## config.mk

```make
export PLATFORM = sky130hd
export DESIGN_NAME = cb_seg_engine
export DESIGN_NICKNAME = d
export VERILOG_FILES = /design/src/rtl/cb_seg_engine.sv
export SDC_FILE = /design/constraint.sdc
export NUM_CORES = 1
export LEC_CHECK = 0
export ABC_CLOCK_PERIOD_IN_PS = 14500
export CAP_MARGIN = 0
export CORE_MARGIN = 10
export CORE_UTILIZATION = 60
export DETAILED_ROUTE_END_ITERATION = 10
export PLACE_DENSITY_LB_ADDON = 0.05
export REMOVE_ABC_BUFFERS = 1
export SYNTH_ARGS = -nofsm -noshare
export SYNTH_HDL_FRONTEND = slang
export SYNTH_SLANG_ARGS = --single-unit
```

## constraint.sdc

```tcl
create_clock -name clk -period 14.5 [get_ports clk]
set_input_delay 2.9 -clock clk [delete_from_list [all_inputs] [get_ports clk]]
set_output_delay 2.9 -clock clk [all_outputs]
set_load 0.05 [all_outputs]
```

## src/rtl/cb_seg_engine.sv

```systemverilog
// cb_seg_engine: splits one TB into C code blocks (fillers, data, CRC24B tail) on a serial valid/ready stream.
// Define CB_SEG_SIZE_CHECK_EN to reject B==0 or oversize B with a one-cycle err pulse.
module cb_seg_engine #(
  parameter int SIZE_W = 16,
  parameter int C_W = 4,
  parameter int Z = 6144,
  parameter int L = 24,
  parameter int KGRAN = 8
) (
  input  logic              clk,
  input  logic              reset,
  input  logic [SIZE_W-1:0] tb_size,
  input  logic              size_vld,
  output logic              size_rdy,
  input  logic              tb_in,
  input  logic              tb_vld,
  output logic              tb_rdy,
  output logic              cb_data,
  output logic              cb_vld,
  input  logic              cb_rdy,
  output logic              start,
  output logic              stop,
  output logic              filling,
  output logic              crc,
  output logic [SIZE_W-1:0] cb_size,
  output logic [C_W-1:0]    cb_idx,
  output logic [C_W-1:0]    cb_num,
  output logic              busy
`ifdef CB_SEG_SIZE_CHECK_EN
  ,output logic             err
`endif
);
  localparam int W = SIZE_W + 2;
  localparam logic [W-1:0] ZL = W'(Z - L);
  localparam logic [W-1:0] ZW = W'(Z);
  localparam logic [W-1:0] LW = W'(L);
  localparam logic [W-1:0] KW = W'(KGRAN);
  localparam logic [SIZE_W-1:0] LS = SIZE_W'(L);
  localparam logic [SIZE_W-1:0] KS = SIZE_W'(KGRAN);
  localparam logic [23:0] POLY = 24'h800063;
  typedef enum logic [2:0] {IDLE, CALC_C, CALC_K, FILL, DATA, CRC} state_t;
  state_t state, state_n;
  logic [W-1:0] rem, bp, ck, prod;
  logic [SIZE_W-1:0] k, f, cnt, fn, fsel, d0;
  logic [C_W-1:0] c, idx;
  logic [23:0] crc_r, crc_nxt;
  logic first, big, accept, bad, xfer, last, c_one, last_blk, c_done;
  assign accept = size_vld & (state == IDLE);
`ifdef CB_SEG_SIZE_CHECK_EN
  localparam logic [31:0] MAX_B = 32'(((2 ** C_W) - 1) * (Z - L));
  assign bad = (tb_size == '0) || (32'(tb_size) > MAX_B);
`else
  assign bad = 1'b0;
`endif
  assign size_rdy = state == IDLE;
  assign busy = !size_rdy;
  assign cb_size = k;
  assign cb_idx = idx;
  assign cb_num = c;
  assign c_one = c == C_W'(1);
  assign last = cnt == SIZE_W'(1);
  assign last_blk = idx == c - 1'b1;
  assign c_done = !big || rem <= ZL;
  assign fn = SIZE_W'(prod - bp);
  assign fsel = (state == CALC_K) ? fn : f;
  // data beats of block 0; zero only for an empty TB (fillers only)
  assign d0 = k - fsel - (c_one ? '0 : LS);
  assign crc_nxt = {crc_r[22:0], 1'b0} ^ ((((state == DATA) & tb_in) ^ crc_r[23]) ? POLY : 24'd0);
  always_ff @(posedge clk or posedge reset)
    if (reset) state <= IDLE;
    else state <= state_n;
  always_comb begin
    state_n = state;
    cb_vld = 1'b0;
    cb_data = 1'b0;
    tb_rdy = 1'b0;
    start = 1'b0;
    stop = 1'b0;
    filling = 1'b0;
    crc = 1'b0;
    xfer = 1'b0;
    case (state)
      IDLE: state_n = (accept && !bad) ? CALC_C : IDLE;
      CALC_C: state_n = c_done ? CALC_K : CALC_C;
      CALC_K: state_n = (prod >= bp) ? ((fn != '0) ? FILL : DATA) : CALC_K;
      FILL: begin
        cb_vld = 1'b1;
        filling = 1'b1;
        start = first;
        stop = last && d0 == '0;
        xfer = cb_rdy;
        if (xfer && last) state_n = (d0 == '0) ? IDLE : DATA;
      end
      DATA: begin
        cb_data = tb_in;
        cb_vld = tb_vld;
        tb_rdy = cb_rdy;
        start = first;
        stop = last && c_one;
        xfer = tb_vld & cb_rdy;
        if (xfer && last) state_n = c_one ? IDLE : CRC;
      end
      CRC: begin
        cb_vld = 1'b1;
        crc = 1'b1;
        cb_data = crc_r[23];
        stop = last;
        xfer = cb_rdy;
        if (xfer && last) state_n = last_blk ? IDLE : DATA;
      end
      default: state_n = IDLE;
    endcase
  end
  always_ff @(posedge clk or posedge reset)
    if (reset) begin
      rem <= '0;
      bp <= '0;
      ck <= '0;
      prod <= '0;
      k <= '0;
      f <= '0;
      cnt <= '0;
      c <= '0;
      idx <= '0;
      crc_r <= '0;
      first <= 1'b0;
      big <= 1'b0;
    end else begin
      case (state)
        IDLE: if (accept && !bad) begin
          rem <= W'(tb_size);
          bp <= W'(tb_size);
          big <= W'(tb_size) > ZW;
          c <= '0;
          ck <= '0;
          idx <= '0;
          crc_r <= '0;
          first <= 1'b1;
        end
        CALC_C: begin
          c <= c + 1'b1;
          ck <= ck + KW;
          bp <= bp + (big ? LW : '0);
          rem <= rem - ZL;
          k <= KS;
          prod <= ck + KW;
        end
        CALC_K: if (prod >= bp) begin
          f <= fn;
          cnt <= (fn != '0) ? fn : d0;
        end else begin
          k <= k + KS;
          prod <= prod + ck;
        end
        FILL: if (xfer) begin
          crc_r <= crc_nxt;
          cnt <= last ? d0 : cnt - 1'b1;
          first <= 1'b0;
        end
        DATA: if (xfer) begin
          crc_r <= crc_nxt;
          cnt <= last ? LS : cnt - 1'b1;
          first <= 1'b0;
        end
        CRC: if (xfer) begin
          crc_r <= last ? 24'd0 : {crc_r[22:0], 1'b0};
          cnt <= last ? k - LS : cnt - 1'b1;
          first <= last && !last_blk;
          idx <= (last && !last_blk) ? idx + 1'b1 : idx;
        end
        default: ;
      endcase
    end
`ifdef CB_SEG_SIZE_CHECK_EN
  always_ff @(posedge clk or posedge reset)
    if (reset) err <= 1'b0;
    else err <= accept && bad;
`endif
endmodule

```

==> results.md <==
* Hold path cells at 2
* Routability cong. at between 0.9 and 1
* Number of synthesized flops with an enable pin at 0
* Max cap viols at 0
* Worst Hold Path EP: f[9]
* DR pass1 iterations at 6
* PwrDens at between 70 and 80 nW/um^2
* Reg2reg setup slack at 9.28 ns
* Sink Count at 147
* Worst min path class: reg2reg
* Leakage at 5.190 nW
* Peak VDD IR at 0.08309 mV
* Worst slew pin tran at 1.156 ns
* Post-CTS sizing at 0
* Final period util at 0.6179
* Final ANT Viol Nets at 0
* Core area at 17,360 um^2
* First-pass GRT wire length at 50,600 um
* Register area share after synthesis at 0.3447
* Mapped Area at 10,670 um^2
* Post-synth ARST share at 1.000
* Worst-path clk slew at 0.07 ns
* DRT Wirelength at about 31,000 um
* Worst path most repeated cell: a21oi_1
* CTS Buf Count at 17
* Buffers on Ports at 51
* Arrival time at the worst endpoint at 6.06 ns
* Status: finished clean
* Net count, final at about 1,400
* Die W at 153.4 um
* Worst Setup Path Type: reg2out
* DR vias at around 10,000
* Post-DP HPWL at 22,840 um
* Worst path slowest cell: clkdlybuf4s50_1
* Origin of the worst min-delay path: f[9]
* Hold Violations, Final at 0
* Crit. End Element: output pin
* Primary FF master, synth: dfrtp_1
* Vias in the first global route at 9,334
* Clk_skew at 0.007677 ns
* RSZ-0062 raised after global routing: false
* CP Launch Type: flop
* # IOs at 55
* Diode count at 0
* Starting Density at 0.6148
* Yosys reg bits at 147
* Reg-to-Reg Start: rem[2]
* Initial antenna violation count at 0
* CTS Buffer Depth at 2
* Root Driver: clkbuf_16
* CTS tree: done
* Fmax at 0.1116 GHz
* Final worst path period need at approximately 9.0 ns
* Most Used Layer, Global Route: met2
* # rows at 48
* CP max FO at 5
* Share of layout cells above drive strength 1 at 0.04956
* Fill cell count at 1,466
* Most frequent cells in the layout: nand2_1, dfrtp_1, nor2_1, a21oi_1, o21ai_0
* Reg2reg end: state[2]
* Layout area overhead at 11.66%
* Crit path largest cell delay at 0.83 ns
* Post-Layout Cell Count at 1,577
* Post-CTS Setup Inserts at 0
* Post-Synthesis Cells at 1,316
* Grt total ovfl at 0
* # DRC at 0
* Setup tns final at 0 ns
* Most common cell after layout, fill and taps aside: nand2_1
* Die area at around 24,000 um^2
* Clk_lat worst skew at around 0.43 ns
* CP delay by family, top: compound AO/OA/AOI/OAI gates
* Gr usage total at 0.2597
* Max H-tree Level at 4
* Count of cell types in the netlist at 79
* Worst Setup SP: rem[2]
* Syn. warnings at 0
* Average size of a mapped cell at 8.108 um^2
* Slew headroom at 0.2262
* GR met3 Demand/Resource at 0.04770
* Routed WL per cell at 19.84 um
* Final setup fails at 0
* Placed Cells at 1,545
* Die Y at 153.4 um
* Worst path bufs/invs at 2
* Pin count of the biggest net entering global routing at 80
* Max-slew violations at 0
* Worst EP required at 11.60 ns
* Routing usage on met2 at 0.4164
* Vias/cell at 6.315
* Reg2Reg Depth at 18
* Hold-fix buffers, CTS at 0
* Initial DRC Count at 906
* Grt met1 use at 0.3399
* Critical path, cell by cell: inv_1 > ha_1 > a21oi_1 > nand2_1 > xnor2_1 > nor2_1 > a21oi_1 > fa_1 > ha_1 > a211oi_1 > o211ai_1 > a21oi_1 > xnor2_1 > or3_1 > or3_1 > nor3_1 > nand4_1 > o21ai_1 > clkdlybuf4s50_1
-- logic make-up (layout without fill, tap and decap cells) --
logic type      count (synthesis)  after routing  synth area share
simple gates                  483            483            0.2156
compound gates                380            380            0.2244
flops                         147            147            0.3447
buf+inv                       144            178           0.05241
xor+xnor                       75             75           0.06156
fa+ha+maj                      73             73           0.08842
mux                            13             13           0.01243
other cells                     1              3         0.0003514
-- cell type report --
class,instances,area (um^2),area share
Multi-Input combinational cell,1027,6456,0.5419
Sequential cell,147,3679,0.3088
Timing Repair Buffer,63,600.6,0.05041
Clock buffer,20,456.7,0.03833
Inverter,83,316.6,0.02657
Tap cell,225,281.5,0.02363
Clock inverter,12,123.9,0.01040
-- flip-flops by register name, summed over array words and instances, names as in the netlist --
register  cells
big           1
bp           15
cb_idx        4
cb_num        4
cb_size      13
ck           15
cnt          16
crc_r        24
f            16
first         1
prod         17
rem          18
state         3
-- power by group --
group,leakage (nW),internal [W],switching [W]
Clock,0.272,0.000249,0.000194
Combinational,3.08,0.0000235,0.0000345
Sequential,1.83,0.000419,0.0000117
Total,5.19,0.000692,0.000240
-- layer usage --
| metal | vias up | wire length (um) | share of wire |
|---|---|---|---|
| li1 | 4750 | - | - |
| met1 | 4713 | 13630 | 0.44 |
| met2 | 425 | 14510 | 0.46 |
| met3 | 70 | 2097 | 0.067 |
| met4 | 0 | 1060 | 0.034 |
| met5 | - | 0 | 0 |
-- synth_stat cells (20+ instances only) --
cell	number	area share
nand2_1	151	0.053
xor2_1	20	0.016
xnor2_1	55	0.045
o21ai_0	85	0.040
ha_1	69	0.081
dfrtp_1	147	0.34
nand3_1	39	0.018
nor2_1	131	0.046
clkbuf_1	51	0.018
a22o_1	21	0.017
a211oi_1	24	0.017
nor3_1	41	0.019
a21oi_1	97	0.045
inv_1	82	0.029
o21ai_1	35	0.016
-- per-stage QoR --
step / setup WS [ns] / instance area (um^2) / hold slack [ns] / util / power, W
2_1_floorplan: 6.247 / 10430 / 0.4394 / - / 0.0004752
3_3_place_gp: 6.200 / 11330 / 0.4599 / 0.6530 / 0.0004946
3_5_place_dp: 6.118 / 11330 / 0.4636 / 0.6530 / 0.0004953
4_1_cts: 5.621 / 11910 / 0.4795 / 0.6864 / 0.0009341
5_1_grt: 5.213 / 11910 / 0.4954 / 0.6864 / 0.0009593
6_report: 5.540 / 11910 / 0.4787 / 0.6864 / 0.0009320
-- worst min-delay path, delay by kind of cell (launching register included) --
kind / cells / cell delay (ns)
DFF: 1 / 0.34
and+or+nand+nor: 2 / 0.10
-- worst max-delay path by stage --
stage          depth (start not counted)  endpoint
2_1_floorplan                         12      stop
3_3_place_gp                          21      stop
3_5_place_dp                          21      stop
4_1_cts                               19      stop
5_1_grt                               19      stop
6_report                              19      stop
No activity file was read; power rests on OpenSTA's default activity.
